## src/rtl/mem_seq_player.sv

```systemverilog
`default_nettype none
// ============================================================================
//  Module   : mem_seq_player
//  Purpose  : Record/playback sequencer in front of a 32x8 memory with a
//             1-cycle registered read. Record mode appends bytes at
//             consecutive addresses. Playback mode reads them back in order
//             and offers each byte to a consumer over valid/ready.
//  Options  : MEM_SEQ_LOOP_EN - adds i_loop. When it is high at the last
//             byte, playback wraps to address 0 instead of finishing.
//  Ports    :
//    i_Clk, i_Rst_L           clock, synchronous active-low reset
//    i_rec_valid/i_rec_data   record byte offered
//    o_rec_ready              record byte accepted (with i_rec_valid)
//    i_clear                  discard recorded sequence
//    i_start                  start playback (honoured in IDLE only)
//    i_abort                  abandon playback
//    i_loop                   (MEM_SEQ_LOOP_EN only) loop playback
//    o_mem_write_*            memory write port
//    o_mem_read_en/addr       memory read port request
//    i_mem_read_data          memory read data, one cycle after request
//    o_data/o_valid/i_ready   playback byte handshake
//    o_busy, o_done, o_count  status
//  Revision : 1.0 - initial release
// ============================================================================
module mem_seq_player #(
    parameter int ADDR_W = 5,
    parameter int DATA_W = 8,
    parameter int DEPTH  = 32
) (
    input  logic              i_Clk,
    input  logic              i_Rst_L,
    input  logic              i_rec_valid,
    input  logic [DATA_W-1:0] i_rec_data,
    output logic              o_rec_ready,
    input  logic              i_clear,
    input  logic              i_start,
    input  logic              i_abort,
`ifdef MEM_SEQ_LOOP_EN
    input  logic              i_loop,
`endif
    output logic              o_mem_write_en,
    output logic [ADDR_W-1:0] o_mem_write_addr,
    output logic [DATA_W-1:0] o_mem_write_data,
    output logic              o_mem_read_en,
    output logic [ADDR_W-1:0] o_mem_read_addr,
    input  logic [DATA_W-1:0] i_mem_read_data,
    output logic [DATA_W-1:0] o_data,
    output logic              o_valid,
    input  logic              i_ready,
    output logic              o_busy,
    output logic              o_done,
    output logic [ADDR_W:0]   o_count
);

    localparam logic [2:0] ST_IDLE    = 3'd0;
    localparam logic [2:0] ST_REQ     = 3'd1;
    localparam logic [2:0] ST_WAIT    = 3'd2;
    localparam logic [2:0] ST_PRESENT = 3'd3;
    localparam logic [2:0] ST_DONE    = 3'd4;

    localparam logic [ADDR_W:0]   c_full    = (ADDR_W+1)'(DEPTH);
    localparam logic [ADDR_W:0]   c_cnt_one = (ADDR_W+1)'(1);
    localparam logic [ADDR_W-1:0] c_ptr_one = ADDR_W'(1);

    logic [2:0]        r_state;
    logic [ADDR_W:0]   r_count;
    logic [ADDR_W-1:0] r_ptr;
    logic [DATA_W-1:0] r_data;
    logic              r_valid;

    logic w_idle;
    logic w_rec_ready;
    logic w_write;
    logic w_last;
    logic w_loop;

`ifdef MEM_SEQ_LOOP_EN
    assign w_loop = i_loop;
`else
    assign w_loop = 1'b0;
`endif

    assign w_idle = (r_state == ST_IDLE);

    // Recording is only accepted in IDLE when neither start nor clear claims
    // the cycle. Gated by reset so nothing is written while reset is held.
    assign w_rec_ready = i_Rst_L & w_idle & (r_count < c_full) & ~i_start & ~i_clear;
    assign w_write     = i_rec_valid & w_rec_ready;

    // ptr is zero-extended against count-1; count is never 0 in PRESENT.
    assign w_last = ({1'b0, r_ptr} == (r_count - c_cnt_one));

    assign o_rec_ready      = w_rec_ready;
    assign o_mem_write_en   = w_write;
    assign o_mem_write_addr = w_write ? r_count[ADDR_W-1:0] : '0;
    assign o_mem_write_data = w_write ? i_rec_data : '0;
    assign o_mem_read_en    = (r_state == ST_REQ);
    assign o_mem_read_addr  = (r_state == ST_REQ) ? r_ptr : '0;
    assign o_data           = r_data;
    assign o_valid          = r_valid;
    assign o_busy           = ~w_idle;
    assign o_done           = (r_state == ST_DONE);
    assign o_count          = r_count;

    always_ff @(posedge i_Clk) begin
        if (!i_Rst_L) begin
            r_state <= ST_IDLE;
            r_count <= '0;
            r_ptr   <= '0;
            r_data  <= '0;
            r_valid <= 1'b0;
        end else begin
            case (r_state)
                ST_IDLE: begin
                    if (i_clear) begin
                        r_count <= '0;
                    end else if (i_start) begin
                        r_ptr   <= '0;
                        r_state <= (r_count != '0) ? ST_REQ : ST_DONE;
                    end else if (w_write) begin
                        r_count <= r_count + c_cnt_one;
                    end
                end
                ST_REQ: begin
                    r_state <= i_abort ? ST_IDLE : ST_WAIT;
                end
                ST_WAIT: begin
                    // Read data from the REQ cycle is valid here.
                    if (i_abort) begin
                        r_state <= ST_IDLE;
                    end else begin
                        r_data  <= i_mem_read_data;
                        r_valid <= 1'b1;
                        r_state <= ST_PRESENT;
                    end
                end
                ST_PRESENT: begin
                    if (i_abort) begin
                        r_valid <= 1'b0;
                        r_state <= ST_IDLE;
                    end else if (i_ready) begin
                        r_valid <= 1'b0;
                        if (w_last) begin
                            if (w_loop) begin
                                r_ptr   <= '0;
                                r_state <= ST_REQ;
                            end else begin
                                r_state <= ST_DONE;
                            end
                        end else begin
                            r_ptr   <= r_ptr + c_ptr_one;
                            r_state <= ST_REQ;
                        end
                    end
                end
                ST_DONE: begin
                    r_state <= ST_IDLE;
                end
                default: begin
                    r_state <= ST_IDLE;
                end
            endcase
        end
    end

endmodule
`default_nettype wire

```

## config.mk

```make
export PLATFORM = sky130hd
export DESIGN_NAME = mem_seq_player
export DESIGN_NICKNAME = d
export VERILOG_FILES = /design/src/rtl/mem_seq_player.sv
export SDC_FILE = /design/constraint.sdc
export NUM_CORES = 1
export LEC_CHECK = 0
export BUFFER_PORTS_ARGS = -buffer_cell sky130_fd_sc_hd__buf_2
export CORE_UTILIZATION = 51
export DETAILED_ROUTE_END_ITERATION = 16
export PLACE_DENSITY = 0.95
export SYNTH_ARGS = -nofsm -noshare
export SYNTH_HDL_FRONTEND = slang
export SYNTH_SLANG_ARGS = --single-unit
```

## constraint.sdc

```tcl
create_clock -name i_Clk -period 4.4 [get_ports i_Clk]
set_input_delay 1.1 -clock i_Clk [delete_from_list [all_inputs] [get_ports i_Clk]]
set_output_delay 1.1 -clock i_Clk [all_outputs]
set_load 0.01 [all_outputs]
```

[Yosys cells after proc, flatten, opt, wreduce, memory -nomap -nowiden]
Index checks and enable logic that the tools add are counted.
Word-level totals
  register bits: 23
  latch bits: 0
  bits in writable memories: 0
  bits in read-only memories: 0
  input port bits: 23
  output and inout port bits: 38
  logic and storage cells: 66
  memories kept: 0
Operators by class
  add/sub/neg operators: 3
  $mul: 0
  div/mod/pow operators: 0
  order comparisons: 1
  equality and inequality tests: 13
  shift operators: 0
  multiplexer cells: 25
  bitwise operators: 9
  reduce and logical (&&, ||, !) cells: 10
Operators by type and width (number)
  2-to-1 mux 5 bit: 7
  2-to-1 mux 3 bit: 6
  2-to-1 mux 6 bit: 3
  != test 2 bit, second input constant: 7
  case mux 3 bit (4 select lines): 1
  case mux 5 bit (2 select lines): 1
  AND reduction 3 bit: 3
  2-to-1 mux 8 bit: 1
  adder 6 x 1 -> 6 bit, second input constant: 1
  == test 3 x 2 -> 1 bit, second input constant: 2
  == test 5 x 6 -> 1 bit: 1
  less-than comparator 6 bit, second input constant: 1
  AND reduction 6 bit: 1
  nonzero test 2 bit: 3
  nonzero test 6 bit: 1
  subtractor 6 x 1 -> 6 bit, second input constant: 1
  adder 5 x 1 -> 5 bit, second input constant: 1
  bitwise AND 1 bit: 5
  2-to-1 mux 2 bit: 2
  inverter 1 bit: 4
  == test 3 x 1 -> 1 bit, second input constant: 1
  == test 3 bit, second input constant: 1
  logical NOT 3 bit: 1
  2-to-1 mux 1 bit: 3
  other kinds (3): 3

[Longest topological paths before layout]
Gate-level depths: netlist of run 1.
  depth after elaboration: 9
  mapped depth: 8
  gate-level depth less buffers: 7

[Worst setup path before layout of run 1]
Ideal clock, no wire load.
  path kind: input -> output
  start point: input i_Rst_L
  end point: output o_mem_write_addr[2]
  arrival: 2.577 ns
  data required time: 3.300 ns
  slack: 0.723 ns
  cell stages on the path: 5
  buffers on the path: 2
  cell sequence: clkbuf_1 > nor4bb_1 > nor3b_2 > clkbuf_1 > and2_1
On the way
  longest elaborated chain between the ends: 6
RTL lines
  start, declared: RTL line 31  | input logic i_Rst_L,
  bitwise AND 1 bit (4 in a row): RTL line 87  | assign w_rec_ready = i_Rst_L & w_idle & (r_count < c_full) & ~i_start & ~i_clear;
  bitwise AND 1 bit: RTL line 88  | assign w_write = i_rec_valid & w_rec_ready;
  via o_mem_write_en: RTL line 41  | output logic o_mem_write_en,
  2-to-1 mux 5 bit: RTL line 95  | assign o_mem_write_addr = w_write ? r_count[ADDR_W-1:0] : '0;
  end, declared: RTL line 42  | output logic [ADDR_W-1:0] o_mem_write_addr,
The timed path passes the listed nets, and every way through them passes these cells.

[Worst setup path in the final report of run 1]
  start point: input i_Rst_L
  end point: output o_mem_write_data[0]
On the way
  longest elaborated chain between the ends: 6
RTL lines
  bitwise AND 1 bit (4 in a row): RTL line 87
  bitwise AND 1 bit: RTL line 88
  2-to-1 mux 8 bit: RTL line 96  | assign o_mem_write_data = w_write ? i_rec_data : '0;
  end, declared: RTL line 43  | output logic [DATA_W-1:0] o_mem_write_data,
Every way passes these cells.

==> results of run 1 <==
## worst min path at each step
stage / endpoint / slack (ps) / cells past startpoint
finish: o_data[3] / 460 / 2
global route: o_data[3] / 480 / 2
CTS: o_data[3] / 460 / 2
detailed placement: o_data[3] / 440 / 2
global placement: o_data[2] / 440 / 2
floorplan: r_ptr[4] / 480 / 1
## power by group through the flow
stage / combinational [mW] / sequential [mW] / clock [mW]
after floorplan: 0.0287 / 0.216 / 0
after global placement: 0.0475 / 0.217 / 0
after detailed placement: 0.0483 / 0.218 / 0
after CTS: 0.0483 / 0.213 / 0.0995
after global routing: 0.0542 / 0.214 / 0.110
final: 0.0488 / 0.213 / 0.0990
## cell usage after synthesis (2+ instances only)
cell type	n
o2111ai_1	2
clkbuf_1	7
nand3_1	2
a41oi_1	2
nor3b_1	2
a31oi_1	2
dfxtp_1	23
inv_1	5
xor2_1	5
and2_1	19
xnor2_1	5
o41ai_1	2
o21ai_0	5
ha_1	4
nor2_1	17
nand2b_1	3
nand4_1	4
nor3_1	4
a21oi_1	19
buf_2	2
nand2_1	27
or3_1	4
or2_2	2
## registers in the layout, indices dropped and copies added (netlist names)
register	count
o_data	8
o_valid	1
r_state	3
o_count	6
r_ptr	5
## cells by family (layout without fill, tap and decap cells)
group	count (synthesis)	after routing
DFF	23	23
xor gates and xnor gates	10	10
adders and majority gates	4	4
and+or+nand+nor	93	93
AOI/OAI and AO/OA	45	45
buffers and inverters	16	71
## tightest hold or removal path: stages, from the launching register on
cell     delay [ps]
dfxtp_1         330
nand2_1          50
a21oi_1          50
## per-layer routing
metal / wire length (um) / vias to the layer above / share of wire, %
li1: - / 781 / -
met1: 1700 / 728 / 46
met2: 1760 / 54 / 48
met3: 177 / 4 / 4.8
met4: 36 / 0 / 0.98
met5: 0 / - / 0
## metrics by stage
step	instance area (um^2)	util, %
floorplan	1490	-
global placement	1790	64.8
detailed placement	1790	64.8
CTS	1810	65.8
global route	1810	65.8
finish	1810	65.8
## cell type report
type	instances	area, um^2	share of cell area [%]
multi-input combinational	152	957	52.8
clock buffer	3	22.5	1.24
tap	31	38.8	2.14
clock inverter	1	5.00	0.276
timing repair buffer	61	308	17.0
inverter	6	22.5	1.24
sequential	23	460	25.4
## placed cells by master, fill, tap and decap left out, drive strengths merged, types with 2 or more instances in the layout
master / Yosys / routed
and2: 19 / 19
clkbuf: 7 / 3
inv: 6 / 6
xnor2: 5 / 5
nor2: 17 / 17
a21oi: 19 / 19
nor3: 5 / 5
a31oi: 2 / 2
a41oi: 2 / 2
buf: 3 / 61
ha: 4 / 4
dfxtp: 23 / 23
or2: 2 / 2
or3: 5 / 5
nand2b: 3 / 3
o21ai: 5 / 5
o2111ai: 2 / 2
xor2: 5 / 5
nand2: 27 / 27
nand3: 2 / 2
nor3b: 3 / 3
o41ai: 2 / 2
nand4: 4 / 4
==> summary.txt, run 1 <==
Critical path
  • Max stage delay on crit path: 730 ps
  • Slowest-stage cell, CP: nor3b_2
  • R2r endpoint: r_state[0]
  • Critical path data required time: 3300 ps
  • Top fanout value on the critical path: 17
  • CP startpoint kind: input port
  • Worst reg2reg path startpoint: o_count[0]
  • CP arrival: roughly 2800 ps
  • R2r worst-path depth: 7
  • R2R Setup Slk: approximately 1800 ps
  • Worst setup path end: o_mem_write_data[0]
  • CP Cell Sequence: buf_2 -> nor4bb_1 -> nor3b_2 -> and2_1 -> buf_2
  • Most used cell, CP: buf_2
  • Levels on crit path: 5
  • CP bufs+invs: 2
  • CP endpoint kind: primary output
  • CP startpoint: i_Rst_L
  • Critical setup path kind: input port to primary output
  • Top cell family by delay on the critical path: simple AND/OR/NAND/NOR gates

Timing
  • Final setup violating endpoints: 0
  • Final min period: 3890 ps
  • Crit share post-route: 88.4%
  • Worst slew pin tran: 822 ps
  • Relative slew slack: between 40% and 50%
  • Clock skew: 7.40 ps
  • Max Slew Vio Count: 0
  • F_max: 0.257 GHz
  • RSZ-0062 raised after global routing: false
  • Total Neg Setup Slack: 0 ps
  • Worst Hold Margin: 462 ps
  • Final Hold Vio Count: 0
  • Setup WS post-layout: 511 ps

Global route
  • Largest net degree at the start of global routing: 18
  • Met3 Use GR: 2.79%
  • Global-route met1 utilization: 33.2%
  • Gr busiest metal: met2
  • GRT overflow: 0
  • Vias in the first global route: 1340
  • All-Layer GR Usage: 24.0%
  • First-pass GRT wire length: 6.11 mm
  • GR Util met2: about two fifths
  • Initial antenna violation count: 0

Clocking
  • Sink Count: 23
  • H-tree Lvls: 1
  • Setup Buffers After CTS: 0
  • Cts hold-fix bufs: 0
  • Reg clk slew, reported paths: 120 ps
  • CTS Buf Count: 3
  • CTS tree: built
  • Clk_lat worst skew: roughly 310 ps
  • Root cell of the clock tree: clkbuf_4
  • Post-CTS Resized: 0
  • Clock Path Buffers: 2

Floorplanning
  • Starting density of the core: a little over half
  • Placeable Area: 2760 um^2
  • I/O pin count: 61
  • Cell row count: 19
  • Total die area: between 3000 and 4000 um^2
  • Die width: 56.0 um
  • Height of the die: 56.0 um

Yosys
  • Unique masters post-synth: 47
  • Synth Area in XOR/XNOR: under 10%
  • Post-Synthesis Cells: between 150 and 200
  • Synth top area cells: dfxtp_1 31%, and2_1 8.0%, nand2_1 6.8%
  • Post-synthesis net count: 218
  • Adder-Cell Fraction of Synth Area: under 10%
  • Synth warn: 0
  • Seq/Total Area, Yosys: a little under a third
  • EDFF count, synth: 0
  • FFs w/ async S/R, synth: 0%
  • Post-synthesis mux area share: 0%
  • Post-synth top area share: between 30% and 40%
  • Mapped cell area: roughly 1500 um^2
  • Simple-Gate Fraction of Synth Area: 33.6%
  • Top FF cell, synth: dfxtp_1
  • #FFs+latches synth: 23
  • Largest family of logic cells by synthesized area: simple AND/OR/NAND/NOR gates
  • Post-synthesis area per instance: 7.79 um^2
  • Yosys top cell by area: dfxtp_1
  • Complex-gate fraction of the synthesized area: 21.4%

Layout
  • Post-route non-filler standard cell count: ~280
  • P&R area growth vs syn: 22.0%
  • Antenna diode count: 0
  • Final nets: 274
  • Layout cell share with drive strength beyond 1: 30.5%
  • Fillcell total: 225

Route
  • Post-DRT Antenna Nets: 0
  • Vias: 1567
  • Post-route DRC: 0
  • Final wirelength: 3.67 mm
  • Pre-antenna DRT Iters: 4
  • Starting DRT DRC Count: 77
  • Routed vias/inst: 5.66
  • WL/cell: 13.2 um

Pwr
  • Power per cell area: 199 nW/um^2
  • Sequential share of power: about three fifths
  • Switch share: 26.3%
  • Combinational cell fraction of total power: 13.5%
  • Int Pwr: 0.266 mW
  • Leak: a little over 0.8 nW
  • Psw: between 0.09 and 0.1 mW
  • Clk network pwr share: 27.4%
  • Maximum vdd drop: 0.230 mV
  • Pwr Total: 0.361 mW

Place
  • RD Place Congestion: 0.876
  • IO Port Bufs: 60
  • Post-Place Cells: between 200 and 300
  • DP HPWL: 2.80 mm
  • Pre-CTS setup slack: 563 ps

Run
  • Number of max-cap violations: 0

Run status
  • Status: finished clean

Worst hold path
  • Hold/Removal Path Class: flip-flop to flip-flop
  • HP Start: o_data[3]
Note: power is estimated with default switching activity, not from simulation.
==> run 2: changes to the inputs <==
--- a/config.mk
+++ b/config.mk
@@ -5,10 +5,13 @@
 export SDC_FILE = /design/constraint.sdc
 export NUM_CORES = 1
 export LEC_CHECK = 0
+export ABC_CLOCK_PERIOD_IN_PS = 4400
 export BUFFER_PORTS_ARGS = -buffer_cell sky130_fd_sc_hd__buf_2
 export CORE_UTILIZATION = 51
+export CTS_BUF_LIST = sky130_fd_sc_hd__clkbuf_16
 export DETAILED_ROUTE_END_ITERATION = 16
 export PLACE_DENSITY = 0.95
+export SKIP_CTS_REPAIR_TIMING = 1
 export SYNTH_ARGS = -nofsm -noshare
 export SYNTH_HDL_FRONTEND = slang
 export SYNTH_SLANG_ARGS = --single-unit
==> run 2 against run 1 <==
Power increased by 27%. Largest power group unchanged. First-iteration DRC count grew 3.9%. Sequential power about the same. Sequential share of layout area down 0.71 points. Clock power increased by 98%. Worst setup slack got worse by 10 ps.
==> summary.txt, run 2 (same netlist as run 1, synthesis figures left out) <==
Clocking
  • Sink Count: 23
  • H-tree Lvls: 1
  • Clk_lat worst skew: 250 ps
  • Clock Path Buffers: 2
  • Reg clk slew, reported paths: 60 ps
  • CTS tree: built
  • Root cell of the clock tree: clkbuf_16
  • CTS Buf Count: 3

Place
  • IO Port Bufs: 60
  • RD Place Congestion: 0.876
  • Area after DPL: 1790 um^2
  • Post-Place Cells: about 270
  • DP HPWL: 2.80 mm

Layout
  • Most frequent cells in the layout: 60 x buf_2, 27 x nand2_1, 23 x dfxtp_1
  • Layout cell share with drive strength beyond 1: 30.5%
  • Most common cell after layout, fill and taps aside: buf_2
  • Design Area, Final: approximately 1900 um^2
  • Antenna diode count: 0
  • Number of flip-flops under the largest register name: 8
  • Fillcell total: 217
  • P&R area growth vs syn: 25.5%
  • Final nets: 274
  • Post-route non-filler standard cell count: approximately 280

Critical path
  • CP endpoint kind: primary output
  • Critical setup path kind: input port to primary output
  • CP arrival: 2800 ps
  • CP startpoint kind: input port
  • Top fanout value on the critical path: 17
  • Critical path data required time: about 3300 ps

Pwr
  • Sequential share of power: ~46%
  • Leak: 0.851 nW
  • Psw: 0.105 mW
  • Pwr Total: between 0.4 and 0.5 mW
  • Switch share: between 20% and 30%
  • Clk network pwr share: ~43%
  • Maximum vdd drop: 0.211 mV
  • Combinational cell fraction of total power: 10.8%
  • Power per cell area: approximately 250 nW/um^2
  • Int Pwr: 0.354 mW

Global route
  • Vias in the first global route: 1424
  • Largest net degree at the start of global routing: 18
  • GRT overflow: 0
  • First-pass GRT wire length: 6.54 mm
  • All-Layer GR Usage: between 20% and 30%
  • Initial antenna violation count: 0

Route
  • Starting DRT DRC Count: 80
  • Routed vias/inst: between 5 and 6
  • Post-DRT Antenna Nets: 0
  • Post-route DRC: 0
  • Pre-antenna DRT Iters: 4
  • WL/cell: 14.1 um
  • Final wirelength: 3.91 mm
  • Vias: 1614

Timing
  • Max Slew Vio Count: 0
  • Total Neg Setup Slack: 0 ps
  • Clock skew: 2.57 ps
  • Relative slew slack: a little under half
  • Final Hold Vio Count: 0
  • Final min period: 3900 ps
  • F_max: 0.256 GHz
  • RSZ-0062 raised after global routing: false
  • Final setup violating endpoints: 0
  • Worst slew pin tran: 817 ps
  • Crit share post-route: between 80 and 90%

Floorplanning
  • Placeable Area: 2760 um^2
  • Cell row count: 19
  • Die width: around 56 um
  • I/O pin count: between 60 and 70
  • Starting density of the core: 53.9%
  • Height of the die: 56.0 um
  • Total die area: 3140 um^2

Run
  • Number of max-cap violations: 0

Worst hold path
  • Hold/Removal Path Class: flip-flop to flip-flop

Run status
  • Status: finished clean
run 2: cell counts in the layout (fill, tap and decap cells not counted):
Identical to the previous run, type by type.
run 2: final cells by class:
class	instances	area, um^2	area share (%)
timing repair buffer	61	308	16.5
tap	31	38.8	2.08
multi-input combinational	152	957	51.3
sequential	23	460	24.7
clock buffer	3	75.1	4.02
clock inverter	1	5.00	0.268
inverter	6	22.5	1.21
run 2: worst max-delay path, cell delays in order:
cell	delay [ps]
buf_2	190
nor4bb_1	420
nor3b_2	730
and2_1	220
buf_2	130
run 2: through the flow:
stage	util (%)	setup WS (ps)	hold slack [ps]
floorplan	-	723	476
global placement	64.8	663	439
detailed placement	64.8	563	445
CTS	67.7	547	453
global route	67.7	264	467
finish	67.7	501	452
run 2: power groups by stage:
stage,combinational [mW],sequential [mW],clock (mW)
floorplan,0.0287,0.216,0
global placement,0.0475,0.217,0
detailed placement,0.0483,0.218,0
CTS,0.0486,0.213,0.199
global route,0.0546,0.213,0.211
finish,0.0497,0.213,0.196
run 2: routing by layer:
| layer | routed length, um | part of all wire [%] | global-route usage (%) | vias up |
|---|---|---|---|---|
| met2 | 1900 | 49 | 42.7 | 90 |
| met4 | 56 | 1.4 | 6.62 | 0 |
| met3 | 335 | 8.6 | 4.65 | 8 |
| met1 | 1620 | 41 | 33.9 | 732 |
| met5 | 0 | 0 | 0 | - |
| li1 | - | - | - | 784 |
run 2: worst paths after layout:
path	from	endpoint	slack, ps	cells after the start
min reg2reg	o_data[3]	o_data[3]	450	2
max reg2reg	o_count[0]	r_ptr[2]	1750	7
min	o_data[3]	o_data[3]	450	2
max	i_Rst_L	o_mem_write_data[0]	500	5
==> run 3: changes to the inputs <==
--- a/config.mk
+++ b/config.mk
@@ -5,12 +5,13 @@
 export SDC_FILE = /design/constraint.sdc
 export NUM_CORES = 1
 export LEC_CHECK = 0
-export ABC_CLOCK_PERIOD_IN_PS = 4400
+export ABC_CLOCK_PERIOD_IN_PS = 3300
 export BUFFER_PORTS_ARGS = -buffer_cell sky130_fd_sc_hd__buf_2
-export CORE_UTILIZATION = 51
+export CORE_UTILIZATION = 43
 export CTS_BUF_LIST = sky130_fd_sc_hd__clkbuf_16
+export CTS_CLUSTER_SIZE = 25
 export DETAILED_ROUTE_END_ITERATION = 16
-export PLACE_DENSITY = 0.95
+export PLACE_DENSITY = 0.86
 export SKIP_CTS_REPAIR_TIMING = 1
 export SYNTH_ARGS = -nofsm -noshare
 export SYNTH_HDL_FRONTEND = slang
==> constraint.sdc (replaced) <==
create_clock -name i_Clk -period 3.3 [get_ports i_Clk]
set_input_delay 0.825 -clock i_Clk [delete_from_list [all_inputs] [get_ports i_Clk]]
set_output_delay 0.825 -clock i_Clk [all_outputs]
set_load 0.01 [all_outputs]
==> run 3 against run 2 <==
Sequential power is 33% higher. Critical path type unchanged. Count of clock-buffer cells in the layout stayed put. Flip-flop and latch count stayed put. Final cell count is 5.1% higher. First-iteration DRC count is 33% lower. Largest cell class unchanged. Cell area is 1.2% higher. Via count is 3.0% lower. Combinational power is 34% higher. Utilization is 8.2 points lower. Worst setup slack worse by 250 ps.
==> summary.txt, run 3 (same netlist as run 1, synthesis figures left out) <==
Pwr
  • Maximum vdd drop: 0.285 mV
  • Pwr Total: 0.611 mW
  • Power per cell area: 323 nW/um^2
  • Leak: 0.857 nW

Floorplanning
  • Total die area: 3700 um^2
  • I/O pin count: 61
  • Die width: 60.8 um
  • Cell row count: 20
  • Height of the die: around 61 um
  • Placeable Area: 3180 um^2
  • Starting density of the core: 46.8%

Timing
  • Setup WS post-layout: 250 ps
  • Relative slew slack: 38.9%
  • RSZ-0062 raised after global routing: false
  • Crit share post-route: 92.4%
  • Final Hold Vio Count: 0
  • Final setup violating endpoints: 0
  • Total Neg Setup Slack: 0 ps
  • Clock skew: 1.69 ps
  • Final min period: 3050 ps
  • Worst slew pin tran: 909 ps
  • Worst Hold Margin: 456 ps
  • F_max: 0.328 GHz
  • Max Slew Vio Count: 0

Route
  • Post-route DRC: 0
  • Post-DRT Antenna Nets: 0
  • Starting DRT DRC Count: 54
  • Pre-antenna DRT Iters: 4
  • Final wirelength: 3.78 mm
  • Routed vias/inst: 5.38
  • WL/cell: around 13 um
  • Vias: about 1600

Layout
  • Antenna diode count: 0
  • Layout cell share with drive strength beyond 1: approximately 30%
  • Number of flip-flops under the largest register name: 8
  • Design Area, Final: 1890 um^2
  • P&R area growth vs syn: 27.0%
  • Most common cell after layout, fill and taps aside: buf_2
  • Most frequent cells in the layout: 60 x buf_2, 27 x nand2_1, 23 x dfxtp_1
  • Post-route non-filler standard cell count: around 290
  • Fillcell total: 315
  • Core Util, Final: 59.4%
  • Final nets: between 200 and 300

Clocking
  • H-tree Lvls: 1
  • CTS Buf Count: 3
  • CTS tree: built
  • Clk_lat worst skew: 250 ps
  • Root cell of the clock tree: clkbuf_16
  • Sink Count: 23
  • Clock Path Buffers: 2
  • Reg clk slew, reported paths: 60 ps

Critical path
  • Critical setup path kind: input port to primary output
  • Top fanout value on the critical path: 16
  • CP startpoint kind: input port
  • Critical path data required time: 2470 ps
  • CP endpoint kind: primary output
  • CP arrival: 2230 ps

Global route
  • Largest net degree at the start of global routing: 17
  • All-Layer GR Usage: 22.0%
  • Initial antenna violation count: 0
  • GRT overflow: 0
  • Vias in the first global route: 1386
  • First-pass GRT wire length: 6.23 mm

Place
  • IO Port Bufs: 60
  • RD Place Congestion: 0.881
  • Post-Place Cells: between 200 and 300
  • Pre-CTS setup slack: around 250 ps
  • Area after DPL: 1810 um^2
  • DP HPWL: about 2.8 mm

Run
  • Number of max-cap violations: 0

Run status
  • Status: finished clean

Worst hold path
  • Hold/Removal Path Class: flip-flop to flip-flop
[run 3: worst paths after layout]
kind	from	end	slack, ps	cells after the start
max	i_Rst_L	o_mem_write_data[4]	250	6
min	o_data[6]	o_data[6]	460	2
max reg2reg	o_count[0]	r_state[0]	730	7
min reg2reg	o_data[6]	o_data[6]	460	2
[run 3: report_power, final]
part / total [mW] / internal, mW / leakage (nW) / switching, mW
Sequential: 0.284 / 0.280 / 0.186 / 0.00372
Combinational: 0.0666 / 0.0293 / 0.630 / 0.0372
Clock: 0.260 / 0.162 / 0.0423 / 0.0984
[run 3: cell type report]
class	count	area (um^2)	area share [%]
Clock buffer	3	75.1	3.97
Clock inverter	1	3.75	0.199
Inverter	6	22.5	1.19
Multi-Input combinational cell	152	957	50.7
Sequential cell	23	460	24.4
Tap cell	44	55.1	2.91
Timing Repair Buffer	62	315	16.7
[run 3: routing by layer]
metal,part of all wire (%),vias to the layer above,routed length (um),GRT usage (%)
li1,-,784,-,-
met5,0,-,0,0
met3,6.1,4,231,5.76
met4,0.56,0,21,4.87
met1,45,722,1700,28.5
met2,48,55,1830,36.7
[run 3: critical path, cell delays in order]
cell and delay [ps]:
buf_2 190, nor4bb_1 440, nor3b_2 280, buf_4 210, and2_1 150, buf_2 130
